==> src/rtl/m68k_bus_pkg.sv <==
// Shared definitions for the 68000-style bus-cycle initiator: FSM state
// encoding, transfer-size encoding, the I/O output-port address and the
// byte-lane helper functions.
package m68k_bus_pkg;

    // Initiator FSM states
    typedef enum logic [2:0] {
        ST_IDLE    = 3'd0,
        ST_ADDR    = 3'd1,
        ST_WAIT    = 3'd2,
        ST_TERM    = 3'd3,
        ST_BERR_S  = 3'd4,
        ST_RECOVER = 3'd5
    } bus_state_e;

    localparam int unsigned NUM_STATES = 6;

    // Transfer size as carried on REQ_BYTE_IN
    localparam logic SIZE_WORD = 1'b0;
    localparam logic SIZE_BYTE = 1'b1;

    // Byte address of the responder's output port
    localparam logic [23:0] IO_OUTPUT_ADDR = 24'h100001;

    // A word access must be even-aligned
    function automatic logic is_misaligned(input logic size, input logic a0);
        is_misaligned = (size == SIZE_WORD) && (a0 == 1'b1);
    endfunction

    // Data strobes {UDS, LDS}: even byte lives on the upper lane
    function automatic logic [1:0] lane_strobes(input logic size, input logic a0);
        if (size == SIZE_WORD) begin
            lane_strobes = 2'b11;
        end else if (a0 == 1'b0) begin
            lane_strobes = 2'b10;
        end else begin
            lane_strobes = 2'b01;
        end
    endfunction

    // Byte writes replicate the byte onto both lanes so either strobe sees it
    function automatic logic [15:0] write_lanes(input logic size, input logic [15:0] wdata);
        if (size == SIZE_WORD) begin
            write_lanes = wdata;
        end else begin
            write_lanes = {wdata[7:0], wdata[7:0]};
        end
    endfunction

    // Byte reads are returned right-justified and zero-extended
    function automatic logic [15:0] read_lanes(input logic size, input logic a0,
                                               input logic [15:0] din);
        if (size == SIZE_WORD) begin
            read_lanes = din;
        end else if (a0 == 1'b0) begin
            read_lanes = {8'h00, din[15:8]};
        end else begin
            read_lanes = {8'h00, din[7:0]};
        end
    endfunction

endpackage

==> src/rtl/m68k_bus_initiator_if.sv <==
// Request/acknowledge and bus-cycle signals of the initiator. The master
// modport is the initiator's view; the slave modport is the view of the
// requester plus bus responder that surrounds it.
interface m68k_bus_initiator_if #(
    parameter int ADDR_W = 24
) ();

    logic              REQ_IN;
    logic              REQ_WR_IN;
    logic              REQ_BYTE_IN;
    logic [ADDR_W-1:0] REQ_ADDR_IN;
    logic [15:0]       REQ_WDATA_IN;
    logic              BUSY;
    logic              DONE;
    logic              BERR;
    logic [15:0]       RDATA;
    logic              AS;
    logic              WR;
    logic              UDS;
    logic              LDS;
    logic [ADDR_W-1:0] ADDR;
    logic [15:0]       DATA_OUT;
    logic              DATA_OE;
    logic [15:0]       DATA_IN;
    logic              DTACK_IN;

    modport master (
        input  REQ_IN, REQ_WR_IN, REQ_BYTE_IN, REQ_ADDR_IN, REQ_WDATA_IN,
        input  DATA_IN, DTACK_IN,
        output BUSY, DONE, BERR, RDATA,
        output AS, WR, UDS, LDS, ADDR, DATA_OUT, DATA_OE
    );

    modport slave (
        output REQ_IN, REQ_WR_IN, REQ_BYTE_IN, REQ_ADDR_IN, REQ_WDATA_IN,
        output DATA_IN, DTACK_IN,
        input  BUSY, DONE, BERR, RDATA,
        input  AS, WR, UDS, LDS, ADDR, DATA_OUT, DATA_OE
    );

endinterface

==> src/rtl/bus_timeout_counter.sv <==
// 8-bit saturating cycle counter used to bound the DTACK wait and the
// DTACK-release wait. expire flags the last permitted cycle.
module bus_timeout_counter #(
    parameter int TIMEOUT_CYCLES = 16
) (
    input  logic CPUCLK_IN,
    input  logic RESET_N_IN,
    input  logic clr,
    input  logic en,
    output logic expire
);

    localparam logic [7:0] LIMIT_C = 8'(TIMEOUT_CYCLES - 1);

    logic [7:0] count_r;

    // Count enabled cycles; clear wins over count, and the count sticks at the top
    always_ff @(posedge CPUCLK_IN or negedge RESET_N_IN) begin
        if (!RESET_N_IN) begin
            count_r <= 8'd0;
        end else if (clr) begin
            count_r <= 8'd0;
        end else if (en && (count_r != 8'hFF)) begin
            count_r <= count_r + 8'd1;
        end else begin
            count_r <= count_r;
        end
    end

    assign expire = (count_r == LIMIT_C);

endmodule

==> src/rtl/m68k_bus_initiator.sv <==
// 68000-style bus-cycle initiator: turns a request into an AS/UDS/LDS bus
// cycle, waits (bounded) for DTACK, reports DONE or BERR, then waits for the
// responder to release DTACK before accepting the next request.
module m68k_bus_initiator
    import m68k_bus_pkg::*;
#(
    parameter int TIMEOUT_CYCLES = 16,
    parameter int ADDR_W         = 24
) (
    input  logic                 CPUCLK_IN,
    input  logic                 RESET_N_IN,
    m68k_bus_initiator_if.master bus
);

    bus_state_e        state_r, state_nxt_s;

    logic              busy_r, busy_nxt_s;
    logic              done_r, done_nxt_s;
    logic              berr_r, berr_nxt_s;
    logic [15:0]       rdata_r, rdata_nxt_s;
    logic              as_r, as_nxt_s;
    logic              uds_r, uds_nxt_s;
    logic              lds_r, lds_nxt_s;
    logic              wr_r, wr_nxt_s;
    logic [ADDR_W-1:0] addr_r, addr_nxt_s;
    logic [15:0]       data_out_r, data_out_nxt_s;
    logic              data_oe_r, data_oe_nxt_s;
    logic              size_r, size_nxt_s;
    logic              a0_r, a0_nxt_s;

    logic              cnt_clr_s;
    logic              cnt_en_s;
    logic              cnt_expire_s;

    bus_timeout_counter #(
        .TIMEOUT_CYCLES(TIMEOUT_CYCLES)
    ) u_timeout (
        .CPUCLK_IN (CPUCLK_IN),
        .RESET_N_IN(RESET_N_IN),
        .clr       (cnt_clr_s),
        .en        (cnt_en_s),
        .expire    (cnt_expire_s)
    );

    // Next state and next values of every registered output
    always_comb begin
        state_nxt_s    = state_r;
        busy_nxt_s     = busy_r;
        done_nxt_s     = 1'b0;
        berr_nxt_s     = 1'b0;
        rdata_nxt_s    = rdata_r;
        as_nxt_s       = 1'b0;
        uds_nxt_s      = 1'b0;
        lds_nxt_s      = 1'b0;
        wr_nxt_s       = wr_r;
        addr_nxt_s     = addr_r;
        data_out_nxt_s = data_out_r;
        data_oe_nxt_s  = 1'b0;
        size_nxt_s     = size_r;
        a0_nxt_s       = a0_r;
        cnt_clr_s      = 1'b0;
        cnt_en_s       = 1'b0;

        case (state_r)
            ST_IDLE: begin
                busy_nxt_s = 1'b0;
                // DTACK still high means the responder has not let go of the last cycle
                if (bus.REQ_IN && !bus.DTACK_IN) begin
                    busy_nxt_s = 1'b1;
                    if (is_misaligned(bus.REQ_BYTE_IN, bus.REQ_ADDR_IN[0])) begin
                        // Rejected without touching the bus
                        state_nxt_s = ST_BERR_S;
                        berr_nxt_s  = 1'b1;
                    end else begin
                        state_nxt_s    = ST_ADDR;
                        wr_nxt_s       = bus.REQ_WR_IN;
                        size_nxt_s     = bus.REQ_BYTE_IN;
                        a0_nxt_s       = bus.REQ_ADDR_IN[0];
                        addr_nxt_s     = {bus.REQ_ADDR_IN[ADDR_W-1:1],
                                          bus.REQ_ADDR_IN[0] & (bus.REQ_BYTE_IN == SIZE_BYTE)};
                        data_out_nxt_s = write_lanes(bus.REQ_BYTE_IN, bus.REQ_WDATA_IN);
                        data_oe_nxt_s  = bus.REQ_WR_IN;
                    end
                end else begin
                    state_nxt_s = ST_IDLE;
                end
            end

            ST_ADDR: begin
                cnt_clr_s                = 1'b1;
                state_nxt_s              = ST_WAIT;
                as_nxt_s                 = 1'b1;
                {uds_nxt_s, lds_nxt_s}   = lane_strobes(size_r, a0_r);
                data_oe_nxt_s            = wr_r;
            end

            ST_WAIT: begin
                // DTACK is checked first so it wins over a simultaneous timeout
                if (bus.DTACK_IN) begin
                    state_nxt_s = ST_TERM;
                    done_nxt_s  = 1'b1;
                    if (!wr_r) begin
                        rdata_nxt_s = read_lanes(size_r, a0_r, bus.DATA_IN);
                    end else begin
                        rdata_nxt_s = rdata_r;
                    end
                end else if (cnt_expire_s) begin
                    state_nxt_s = ST_BERR_S;
                    berr_nxt_s  = 1'b1;
                end else begin
                    cnt_en_s               = 1'b1;
                    state_nxt_s            = ST_WAIT;
                    as_nxt_s               = 1'b1;
                    {uds_nxt_s, lds_nxt_s} = lane_strobes(size_r, a0_r);
                    data_oe_nxt_s          = wr_r;
                end
            end

            ST_TERM: begin
                cnt_clr_s   = 1'b1;
                state_nxt_s = ST_RECOVER;
            end

            ST_BERR_S: begin
                cnt_clr_s   = 1'b1;
                state_nxt_s = ST_RECOVER;
            end

            ST_RECOVER: begin
                if (!bus.DTACK_IN) begin
                    state_nxt_s = ST_IDLE;
                    busy_nxt_s  = 1'b0;
                end else if (cnt_expire_s) begin
                    // Responder never released DTACK: give up and flag it
                    state_nxt_s = ST_IDLE;
                    busy_nxt_s  = 1'b0;
                    berr_nxt_s  = 1'b1;
                end else begin
                    cnt_en_s    = 1'b1;
                    state_nxt_s = ST_RECOVER;
                end
            end

            default: begin
                state_nxt_s = ST_IDLE;
                busy_nxt_s  = 1'b0;
            end
        endcase
    end

    // State and output registers; reset drops everything, strobes included, at once
    always_ff @(posedge CPUCLK_IN or negedge RESET_N_IN) begin
        if (!RESET_N_IN) begin
            state_r    <= ST_IDLE;
            busy_r     <= 1'b0;
            done_r     <= 1'b0;
            berr_r     <= 1'b0;
            rdata_r    <= 16'h0000;
            as_r       <= 1'b0;
            uds_r      <= 1'b0;
            lds_r      <= 1'b0;
            wr_r       <= 1'b0;
            addr_r     <= '0;
            data_out_r <= 16'h0000;
            data_oe_r  <= 1'b0;
            size_r     <= SIZE_WORD;
            a0_r       <= 1'b0;
        end else begin
            state_r    <= state_nxt_s;
            busy_r     <= busy_nxt_s;
            done_r     <= done_nxt_s;
            berr_r     <= berr_nxt_s;
            rdata_r    <= rdata_nxt_s;
            as_r       <= as_nxt_s;
            uds_r      <= uds_nxt_s;
            lds_r      <= lds_nxt_s;
            wr_r       <= wr_nxt_s;
            addr_r     <= addr_nxt_s;
            data_out_r <= data_out_nxt_s;
            data_oe_r  <= data_oe_nxt_s;
            size_r     <= size_nxt_s;
            a0_r       <= a0_nxt_s;
        end
    end

    assign bus.BUSY     = busy_r;
    assign bus.DONE     = done_r;
    assign bus.BERR     = berr_r;
    assign bus.RDATA    = rdata_r;
    assign bus.AS       = as_r;
    assign bus.WR       = wr_r;
    assign bus.UDS      = uds_r;
    assign bus.LDS      = lds_r;
    assign bus.ADDR     = addr_r;
    assign bus.DATA_OUT = data_out_r;
    assign bus.DATA_OE  = data_oe_r;

endmodule

==> src/flat_wrapper.sv <==
// flat-port wrapper written by rule: the top's interface ports become plain ports
module m68k_bus_initiator_flat import m68k_bus_pkg::*;
#(
    parameter int TIMEOUT_CYCLES = 16,
    parameter int ADDR_W         = 24
)
  (CPUCLK_IN, RESET_N_IN, bus_REQ_IN, bus_REQ_WR_IN, bus_REQ_BYTE_IN, bus_REQ_ADDR_IN, bus_REQ_WDATA_IN, bus_DATA_IN, bus_DTACK_IN, bus_BUSY, bus_DONE, bus_BERR, bus_RDATA, bus_AS, bus_WR, bus_UDS, bus_LDS, bus_ADDR, bus_DATA_OUT, bus_DATA_OE);
  m68k_bus_initiator_if #(.ADDR_W(ADDR_W)) bus_i ();
  input  logic CPUCLK_IN;
  input  logic RESET_N_IN;
  input wire logic [$bits(bus_i.REQ_IN)-1:0] bus_REQ_IN;
  input wire logic [$bits(bus_i.REQ_WR_IN)-1:0] bus_REQ_WR_IN;
  input wire logic [$bits(bus_i.REQ_BYTE_IN)-1:0] bus_REQ_BYTE_IN;
  input wire logic [$bits(bus_i.REQ_ADDR_IN)-1:0] bus_REQ_ADDR_IN;
  input wire logic [$bits(bus_i.REQ_WDATA_IN)-1:0] bus_REQ_WDATA_IN;
  input wire logic [$bits(bus_i.DATA_IN)-1:0] bus_DATA_IN;
  input wire logic [$bits(bus_i.DTACK_IN)-1:0] bus_DTACK_IN;
  output wire logic [$bits(bus_i.BUSY)-1:0] bus_BUSY;
  output wire logic [$bits(bus_i.DONE)-1:0] bus_DONE;
  output wire logic [$bits(bus_i.BERR)-1:0] bus_BERR;
  output wire logic [$bits(bus_i.RDATA)-1:0] bus_RDATA;
  output wire logic [$bits(bus_i.AS)-1:0] bus_AS;
  output wire logic [$bits(bus_i.WR)-1:0] bus_WR;
  output wire logic [$bits(bus_i.UDS)-1:0] bus_UDS;
  output wire logic [$bits(bus_i.LDS)-1:0] bus_LDS;
  output wire logic [$bits(bus_i.ADDR)-1:0] bus_ADDR;
  output wire logic [$bits(bus_i.DATA_OUT)-1:0] bus_DATA_OUT;
  output wire logic [$bits(bus_i.DATA_OE)-1:0] bus_DATA_OE;
  assign bus_i.REQ_IN = bus_REQ_IN;
  assign bus_i.REQ_WR_IN = bus_REQ_WR_IN;
  assign bus_i.REQ_BYTE_IN = bus_REQ_BYTE_IN;
  assign bus_i.REQ_ADDR_IN = bus_REQ_ADDR_IN;
  assign bus_i.REQ_WDATA_IN = bus_REQ_WDATA_IN;
  assign bus_i.DATA_IN = bus_DATA_IN;
  assign bus_i.DTACK_IN = bus_DTACK_IN;
  assign bus_BUSY = bus_i.BUSY;
  assign bus_DONE = bus_i.DONE;
  assign bus_BERR = bus_i.BERR;
  assign bus_RDATA = bus_i.RDATA;
  assign bus_AS = bus_i.AS;
  assign bus_WR = bus_i.WR;
  assign bus_UDS = bus_i.UDS;
  assign bus_LDS = bus_i.LDS;
  assign bus_ADDR = bus_i.ADDR;
  assign bus_DATA_OUT = bus_i.DATA_OUT;
  assign bus_DATA_OE = bus_i.DATA_OE;
  m68k_bus_initiator #(.TIMEOUT_CYCLES(TIMEOUT_CYCLES), .ADDR_W(ADDR_W)) u_core (.CPUCLK_IN(CPUCLK_IN), .RESET_N_IN(RESET_N_IN), .bus(bus_i));
endmodule
==> config.mk <==
export PLATFORM = sky130hd
export DESIGN_NAME = m68k_bus_initiator_flat
export DESIGN_NICKNAME = d
export VERILOG_FILES = /design/src/rtl/m68k_bus_pkg.sv /design/src/rtl/m68k_bus_initiator_if.sv /design/src/rtl/bus_timeout_counter.sv /design/src/rtl/m68k_bus_initiator.sv /design/src/flat_wrapper.sv
export SDC_FILE = /design/constraint.sdc
export NUM_CORES = 1
export LEC_CHECK = 0
export ABC_AREA = 1
export BUFFER_PORTS_ARGS = -buffer_cell sky130_fd_sc_hd__clkbuf_2
export CORE_ASPECT_RATIO = 0.5
export CORE_MARGIN = 1.5
export CORE_UTILIZATION = 49
export CTS_CLUSTER_SIZE = 40
export DETAILED_ROUTE_END_ITERATION = 8
export MAX_ROUTING_LAYER = met4
export PLACE_DENSITY = 0.81
export SLEW_MARGIN = 10
export SYNTH_ARGS = -nofsm -noshare
export SYNTH_HDL_FRONTEND = slang
export SYNTH_HIERARCHICAL = 1
export SYNTH_SLANG_ARGS = --single-unit
==> constraint.sdc <==
create_clock -name CPUCLK_IN -period 2.5 [get_ports CPUCLK_IN]
set_input_delay 0.625 -clock CPUCLK_IN [delete_from_list [all_inputs] [get_ports CPUCLK_IN]]
set_output_delay 0.625 -clock CPUCLK_IN [all_outputs]
set_load 0.02 [all_outputs]
==> impl_metrics.toml, run 1 <==
[finish]
final-instance-count-excl-fill = 644
antennaDiodeCount = 0
layout_commonest_cell = "nand2_1"
post_route_cells_drive_above_1_share_pct = 28.99
layout_common_cells = "nand2_1, clkbuf_2, dfrtp_1, inv_1, o21ai_1"
syn2layout_area_growth_pct = 27.79
fin_nets = 611

[synth]
synthSimpleGateAreaFrac_pct = 24.79
synth_top_area_share_pct = 55.58
ys_top_cells_by_area = "dfrtp_1, nand2_1, inv_1, o21ai_1, nand3_1"
synth_cell_type_count = 26
ys.flop_type = "dfrtp_1"
syn_inst = 420
synth_mux_area_share_pct = 0
ys.warnings.count = 6
yosysSeqAreaShare_pct = 55.58
synth_top_family_by_area = "simple AND/OR/NAND/NOR gates"
syn-cell-area_mm2 = 0.003467
synth_compound_gate_area_share_pct = 9.960
synth_edf_count = 0
synth-seq-cells = 77
synth_xor_area_share_pct = 0
async_flop_share_pct = 100.0
syn_nets = 483
synth.avg_cell_area_um2 = 8.255
yosysTopAreaCell = "dfrtp_1"
synthAdderAreaFrac_pct = 0.3609

[die]
dieHeight_um = 62.48
dieArea_mm2 = 0.007620
start_util_pct = 51.34
coreArea_mm2 = 0.006753
die_w_um = 122.0
ios = 126
fp-row-count = 21

[placement]
placed_cells = 629
dp_hpwl_mm = 5.819
post-place-ws_ns = 0.4703
port_buffers = 125
gp_congestion = 0.8516

[worst_setup_path]
path_cells = "ha_1, nand2_1, nor2_4, nand3_1, nor3_1, nor2_1, nand3_1, nand2_1, inv_1, a21oi_1, nand3_1, nand2_1, inv_1"
crit_arrival_ns = 2.27
r2r_end = "u_core/u_timeout/count_r[7]"
crit_family = "simple AND/OR/NAND/NOR gates"
criticalPathCategory = "reg2reg"
cp-startpoint = "u_core/u_timeout/count_r[0]"
crit_path_start_kind = "register"
timing.rr.start = "u_core/u_timeout/count_r[0]"
crit_cells = 13
cpMaxStageDelayCell = "dfrtp_1"
max_stage_delay_ns = 0.39
ff2ff_path_depth = 13
endpoint_kind = "register"
crit_fanout = 4
cp_data_required_time_ns = 2.72
cp_num_buf_inv = 2
r2r_slack_ns = 0.45
endpoint = "u_core/u_timeout/count_r[7]"

[global_route]
grt_pass1_wl_mm = 13.56
grt_max_degree = 80
antenna_found_initial = 0
overflow = 0
grt.total_usage_pct = 23.34
grt_pass1_vias = 2999

[sta]
rsz0062_at_grt = "no"
setup_slack_ns = 0.4504
relSlewSlack_pct = 60.95
final_max_slew_viol_count = 0
tns_ns = 0
skew_ns = 0.005829
setup_viol = 0
timing.fmax_mhz = 487.9
finalCriticalPeriod_ns = 2.050
fin_crit_sh_pct = 81.98
worst_slew_pin_slew_ns = 0.5858
hold_viol_final = 0
whs_ns = 0.2992

[clock_tree]
cts_tree = "done"
clkTransAtPathRegs_ns = 0.05
cts_setup_buffers = 0
cts_root_buf = "clkbuf_16"
numCtsBuffers = 9
cts-htree-levels = 3
ctsResizeCount = 0
clkLatencyLatePin_ns = 0.33
cts_buffer_depth = 2
cts_sinks = 77
cts_hold_buf = 0

[drt]
drc = 0
antenna_left = 0
wl_met2_mm = 3.996
vias = 3092
wl_mm = 7.903
dr.pass1.iters = 4
wl_met3_um = 358
wl_met1_mm = 3.430
top_layer = "met4"
vias_per_cell = 4.801
routedWlPerCell_um = 12.27
drtIter0Drc = 214

[flow_run]
max_cap_viol_count = 0

[power_and_ir_drop]
totalPowerFinal_mw = 5.604
power_density_mw_per_mm2 = 1265
ir_worst_vdd_uv = 624.8
leakage_nw = 2.601

[hold_path]
hp-class = "in2async"

[status]
status = "finished clean"
[stage by stage]
stage               instance area (µm²)  utilization, %
finish                             4431           65.61
global route                       4431           65.61
CTS                                4431           65.61
detailed placement                 4164           61.66
global placement                   4164           61.66
floorplan                          3467               -
[worst reg2reg max path: cells and delay by family, from the launching register on]
kind                     cells  cell delay [ns]
flip-flops                   1             0.39
AND/OR/NAND/NOR              9             0.94
buffers and inverters        2             0.13
adder cells (fa/ha/maj)      1             0.21
AO/OA/AOI/OAI                1             0.28
[logic make-up after synthesis]
family / after synthesis
simple gates: 203
flops: 77
buf+inv: 73
compound gates: 66
fa+ha+maj: 1
[flip-flops by register name (all words and copies together) (netlist names)]
register and flops:
u_core/bus.ADDR 24, u_core/bus.DATA_OUT 16, u_core/bus.RDATA 16, u_core/u_timeout/count_r 8
u_core/state_r 3, u_core/a0_r 1, u_core/bus.AS 1, u_core/bus.BERR 1
u_core/bus.BUSY 1, u_core/bus.DATA_OE 1, u_core/bus.DONE 1, u_core/bus.LDS 1
u_core/bus.UDS 1, u_core/bus.WR 1, u_core/size_r 1
[how the worst min path moves through the flow]
stage          cells after the start                          end  slack [ns]
4_1_cts                            1  u_core/u_timeout/count_r[2]        0.32
5_1_grt                            1  u_core/u_timeout/count_r[2]        0.36
6_report                           1      u_core/bus.DATA_OUT[10]        0.30
3_5_place_dp                       2              u_core/bus.BUSY        0.46
3_3_place_gp                       2              u_core/bus.BUSY        0.46
2_1_floorplan                      0                  u_core/a0_r        0.33
[layer usage]
metal / track usage [%] / vias to the layer above
met5: - / -
met4: 7.941 / 0
met3: 5.018 / 13
met2: 38.83 / 86
met1: 28.41 / 1437
li1: - / 1556
[synth_stat cells, types with 3 or more instances]
| master | number |
|---|---|
| buf_6 | 5 |
| nor3_1 | 3 |
| nand2_1 | 157 |
| nand2_4 | 3 |
| clkbuf_1 | 4 |
| o21ai_0 | 17 |
| nand3_1 | 17 |
| o21ai_1 | 40 |
| nor2_1 | 13 |
| o21ai_2 | 4 |
| dfrtp_1 | 77 |
| nand4_1 | 3 |
| inv_1 | 55 |
| a21oi_1 | 5 |
[cell type report]
| cell class | instances | area [µm²] |
|---|---|---|
| Inverter | 60 | 226.5 |
| Fill cell | 580 | 2322 |
| Timing Repair Buffer | 130 | 678.2 |
| Clock buffer | 10 | 239.0 |
| Sequential cell | 77 | 1927 |
| Multi-Input combinational cell | 270 | 1217 |
| Tap cell | 92 | 115.1 |
| Clock inverter | 5 | 27.53 |
[report_power, final]
part           internal [mW]  leakage (nW)  total, mW  switching, mW
registers               1.79         0.985       2.13          0.341
clock network          0.685         0.134       1.16          0.475
logic                  0.762          1.48       2.32           1.55
total                   3.23          2.60       5.60           2.37
Note: power is estimated with default switching activity, not from simulation.
==> inputs of run 2 (changes only) <==
- clock period: 2.5 -> 2 ns (I/O delays scaled with it)
==> run 2 against run 1 <==
Register-to-register slack worse by 0.34 ns. Die area stayed put. Routed wire length up 3.5%. Sequential share of layout area is 1.8 points lower. Worst hold slack got worse by 0.24 ns. First-iteration DRC count shrank 17%. Setup slack got worse by 0.34 ns. Highest routed layer unchanged.
==> impl_metrics.toml, run 2 (synthesis gave the netlist of run 1 again) <==
[global_route]
grt.total_usage_pct = 23.68
grt_max_degree = 40
grt_pass1_vias = 2949
overflow = 0
grt_pass1_wl_mm = 13.42
antenna_found_initial = 0

[sta]
finalCriticalPeriod_ns = 1.885
skew_ns = 0.006893
timing.fmax_mhz = 530.6
setup_viol = 0
final_max_slew_viol_count = 0
fin_crit_sh_pct = 94.23
hold_viol_final = 0
worst_slew_pin_slew_ns = 0.3014
relSlewSlack_pct = 79.91
rsz0062_at_grt = "yes"

[clock_tree]
cts_tree = "done"
numCtsBuffers = 9
cts_hold_buf = 0
cts_sinks = 77
cts_buffer_depth = 2
clkTransAtPathRegs_ns = 0.06
cts_root_buf = "clkbuf_16"
cts-htree-levels = 3
clkLatencyLatePin_ns = 0.33

[finish]
final-instance-count-excl-fill = 653
layout_common_cells = "nand2_1, clkbuf_2, dfrtp_1, inv_1, o21ai_1"
syn2layout_area_growth_pct = 33.42
fillers = 545
post_route_cells_drive_above_1_share_pct = 32.62
largest_reg_flops = 24
layout_commonest_cell = "nand2_1"
final_util_pct = 68.50
antennaDiodeCount = 0
fin_nets = 619

[worst_setup_path]
crit_path_start_kind = "register"
ff2ff_path_depth = 14
timing.rr.start = "u_core/u_timeout/count_r[0]"
criticalPathCategory = "reg2reg"
crit_family = "simple AND/OR/NAND/NOR gates"
r2r_end = "u_core/u_timeout/count_r[6]"
r2r_slack_ns = 0.12
path_cells = "ha_2, nand2_2, nor2_4, nand3_2, nor3_4, nor2_2, nand3_2, nand2_2, buf_6, nand2_4, nand2_4, inv_4, nand2_1, nand2_1"
endpoint_kind = "register"
cp_data_required_time_ns = 2.27
cp_num_buf_inv = 2
cpMaxStageDelayCell = "dfrtp_1"
max_stage_delay_ns = 0.39
crit_arrival_ns = 2.15
crit_fanout = 4

[drt]
drtIter0Drc = 178
dr.pass1.iters = 4
vias_per_cell = 4.734
antenna_left = 0
routedWlPerCell_um = 12.53
wl_mm = 8.179
drc = 0
vias = 3091

[hold_path]
hp-class = "in2async"

[flow_run]
max_cap_viol_count = 0

[power_and_ir_drop]
power_density_mw_per_mm2 = 1586
p_clk_share_pct = 23.4
p_switching_mw = 3.002
power_frac_seq_pct = 35.9
leakage_nw = 2.661
ir_worst_vdd_uv = 651.9
swShare_pct = 40.91
internal_power_mw = 4.336
pwr-share-comb_pct = 40.7

[placement]
placed_cells = 636
gp_congestion = 0.9407
dp_hpwl_mm = 5.793
port_buffers = 125

[die]
dieHeight_um = 62.48
dieArea_mm2 = 0.007620
fp-row-count = 21
ios = 126
die_w_um = 122.0
coreArea_mm2 = 0.006753
start_util_pct = 51.34

[status]
status = "finished clean"
[run 2: cell types whose count changed in the layout (fill, tap and decap cells not counted), sizes merged]
cell	delta
bufinv	+2
clkinvlp	+2
inv	+1
buf	+8
clkinv	-4
[run 2: cell type report]
type	instances	area, µm²	area share, %
sequential	77	1927	41.66
multi-input combinational	270	1272	27.51
timing repair buffer	138	767.0	16.58
clock buffer	10	229.0	4.950
inverter	60	227.7	4.923
tap	92	115.1	2.488
clock inverter	6	87.58	1.893
[run 2: metrics by stage]
stage / hold slack [ns] / power [mW] / worst slack (ns) / setup TNS (ns) / instance area, µm²
3_3_place_gp: 0.4130 / 5.518 / 0.1690 / 0 / 4242
2_1_floorplan: 0.2044 / 4.529 / 0.1924 / 0 / 3467
5_1_grt: 0.06426 / 7.860 / -0.04553 / -0.1946 / 4626
4_1_cts: 0.05394 / 7.356 / 0.04058 / 0 / 4558
6_report: 0.05541 / 7.338 / 0.1153 / 0 / 4626
3_5_place_dp: 0.4158 / 5.601 / 0.07940 / 0 / 4242
[run 2: how the worst max path moves through the flow]
stage | startpoint | endpoint | slack (ns) | depth (start not counted)
detailed placement | u_core/u_timeout/count_r[0] | u_core/u_timeout/count_r[0] | 0.08 | 13
global placement | u_core/u_timeout/count_r[1] | u_core/u_timeout/count_r[0] | 0.17 | 13
CTS | u_core/u_timeout/count_r[0] | u_core/u_timeout/count_r[0] | 0.04 | 13
floorplan | u_core/u_timeout/count_r[0] | u_core/u_timeout/count_r[5] | 0.19 | 13
global route | u_core/u_timeout/count_r[0] | u_core/u_timeout/count_r[2] | -0.05 | 14
finish | u_core/u_timeout/count_r[0] | u_core/u_timeout/count_r[6] | 0.12 | 14
[run 2: timing repair]
item / in CTS / in global routing
resized for setup: 0 / 18
buffers inserted: 0 / 2
endpoints found under the setup margin: 0 / 8
[run 2: routing by layer]
metal  vias up  GRT usage [%]  part of all wire, %
li1       1571              -                    -
met1      1431          28.14                   44
met2        77          37.85                   49
met3        12          6.478                  4.9
met4         0          10.74                  1.8
met5         -              -                    0
[run 2: power by group through the flow]
stage                     logic (mW)  registers, mW  clock network (mW)
after floorplan                 1.15           3.38                   0
after global placement          2.89           2.63                   0
after detailed placement        2.95           2.65                   0
after CTS                       2.97           2.63                1.75
after global routing            3.31           2.72                1.83
final                           2.99           2.63                1.72
==> inputs of run 3 (changes only) <==
- REMOVE_ABC_BUFFERS: unset -> 1
==> run 3 against run 2 <==
Fmax rose by 0.88%. Cell count fell by 0.46%. Via count rose by 0.45%. Clock power fell by 15%. Setup slack improved by 0.016 ns. Sequential share of layout area rose by 0.96 points. First-iteration DRC count rose by 7.3%. Count of clock-buffer cells in the layout rose by 2. Utilization fell by 1.5 points. Critical path type unchanged.
==> impl_metrics.toml, run 3 (synthesis gave the netlist of run 1 again) <==
[placement]
dp_hpwl_mm = 5.813
gp_congestion = 0.8737
placed_cells = 632
port_buffers = 125
post-place-ws_ns = -0.01283

[drt]
routedWlPerCell_um = 12.27
antenna_left = 0
drc = 0
dr.pass1.iters = 4
wl_mm = 7.978
drtIter0Drc = 191
vias = 3105
vias_per_cell = 4.777

[finish]
layout_common_cells = "nand2_1, clkbuf_2, dfrtp_1, inv_1, o21ai_1"
final-instance-count-excl-fill = 650
layout_commonest_cell = "nand2_1"
antennaDiodeCount = 0
fillers = 575
fin_nets = 616
post_route_cells_drive_above_1_share_pct = 30.82
final_util_pct = 66.96
largest_reg_flops = 24
syn2layout_area_growth_pct = 30.42

[sta]
skew_ns = 0.003759
fin_crit_sh_pct = 93.41
setup_slack_ns = 0.1317
hold_viol_final = 0
relSlewSlack_pct = 76.60
finalCriticalPeriod_ns = 1.868
setup_viol = 0
tns_ns = 0
timing.fmax_mhz = 535.3
worst_slew_pin_slew_ns = 0.3510
final_max_slew_viol_count = 0

[global_route]
grt.total_usage_pct = 23.15
overflow = 0
grt_pass1_vias = 2964
grt_pass1_wl_mm = 13.19
antenna_found_initial = 0
grt_max_degree = 87

[die]
dieHeight_um = 62.48
coreArea_mm2 = 0.006753
ios = 126
start_util_pct = 51.34
die_w_um = 122.0
dieArea_mm2 = 0.007620
fp-row-count = 21

[power_and_ir_drop]
swShare_pct = 41.98
ir_worst_vdd_uv = 597.5
power_density_mw_per_mm2 = 1557
power_frac_seq_pct = 37.6
p_switching_mw = 2.956
internal_power_mw = 4.086
p_clk_share_pct = 20.7
leakage_nw = 2.631
pwr-share-comb_pct = 41.7

[worst_setup_path]
cp_data_required_time_ns = 2.27
r2r_end = "u_core/u_timeout/count_r[6]"
crit_fanout = 4
cpMaxStageDelayCell = "dfrtp_1"
crit_family = "simple AND/OR/NAND/NOR gates"
timing.rr.start = "u_core/u_timeout/count_r[0]"
crit_path_start_kind = "register"
ff2ff_path_depth = 14
r2r_slack_ns = 0.13
max_stage_delay_ns = 0.38
crit_cells = 14
cp_num_buf_inv = 2
path_cells = "ha_2, nand2_2, nor2_4, nand3_2, nor3_4, nor2_1, nand3_1, nand2_2, buf_4, nand2_4, nand2_4, clkinv_2, nand2_1, nand2_1"
crit_arrival_ns = 2.14
criticalPathCategory = "reg2reg"
endpoint_kind = "register"

[clock_tree]
cts_tree = "done"
cts_buffer_depth = 2
clkLatencyLatePin_ns = 0.33
numCtsBuffers = 9
cts_root_buf = "clkbuf_16"
cts_sinks = 77
cts-htree-levels = 3
clkTransAtPathRegs_ns = 0.05
cts_hold_buf = 0

[status]
status = "finished clean"

[hold_path]
hp-class = "in2async"

[flow_run]
max_cap_viol_count = 0
-- run 3: per-stage QoR --
stage	hold slack [ns]	instance area, µm²	power, mW
floorplan	0.2044	3371	4.452
global placement	0.4246	4199	5.487
detailed placement	0.4304	4199	5.587
CTS	0.07314	4476	7.082
global route	0.07272	4522	7.591
finish	0.07040	4522	7.041
-- run 3: worst register-to-register path: cells and delay by family, from the launching register on --
kind	cells	cell delay (ns)
buf+inv	2	0.21
flops	1	0.38
simple gates	11	1.02
fa+ha+maj	1	0.20
-- run 3: per-layer routing --
layer	wire [µm]	track usage [%]	up-vias
li1	-	-	1572
met1	3459	26.60	1437
met2	4015	38.41	84
met3	360	8.303	12
met4	142	6.618	0
met5	0	-	-
-- run 3: power by group through the flow --
stage / Combinational [mW] / Clock, mW / Sequential (mW)
2_1_floorplan: 1.10 / 0 / 3.35
3_3_place_gp: 2.86 / 0 / 2.63
3_5_place_dp: 2.92 / 0 / 2.66
4_1_cts: 2.93 / 1.50 / 2.65
5_1_grt: 3.25 / 1.60 / 2.74
6_report: 2.93 / 1.46 / 2.65
-- run 3: how the worst max path moves through the flow --
stage / from / to / slack (ns)
after floorplan: bus_REQ_IN / u_core/bus.DATA_OUT[1] / -0.15
after detailed placement: u_core/u_timeout/count_r[0] / u_core/u_timeout/count_r[7] / -0.01
after global placement: u_core/u_timeout/count_r[0] / u_core/u_timeout/count_r[7] / 0.09
after CTS: u_core/u_timeout/count_r[0] / u_core/u_timeout/count_r[5] / 0.03
after global routing: u_core/u_timeout/count_r[0] / u_core/u_timeout/count_r[6] / -0.03
final: u_core/u_timeout/count_r[0] / u_core/u_timeout/count_r[6] / 0.13
-- run 3: timing repair --
item	4_1_cts	5_1_grt
endpoints found under the setup margin	2	7
pin swaps	0	2
setup buffers	0	2
resized for setup	2	7
-- run 3: final cells by class --
class                           instances  area, µm²  area share [%]
Inverter                               60      226.5           5.008
Timing Repair Buffer                  135      728.2           16.10
Clock buffer                           12      246.5           5.451
Clock inverter                          4      23.77          0.5257
Sequential cell                        77       1927           42.61
Multi-Input combinational cell        270       1255           27.75
Tap cell                               92      115.1           2.546
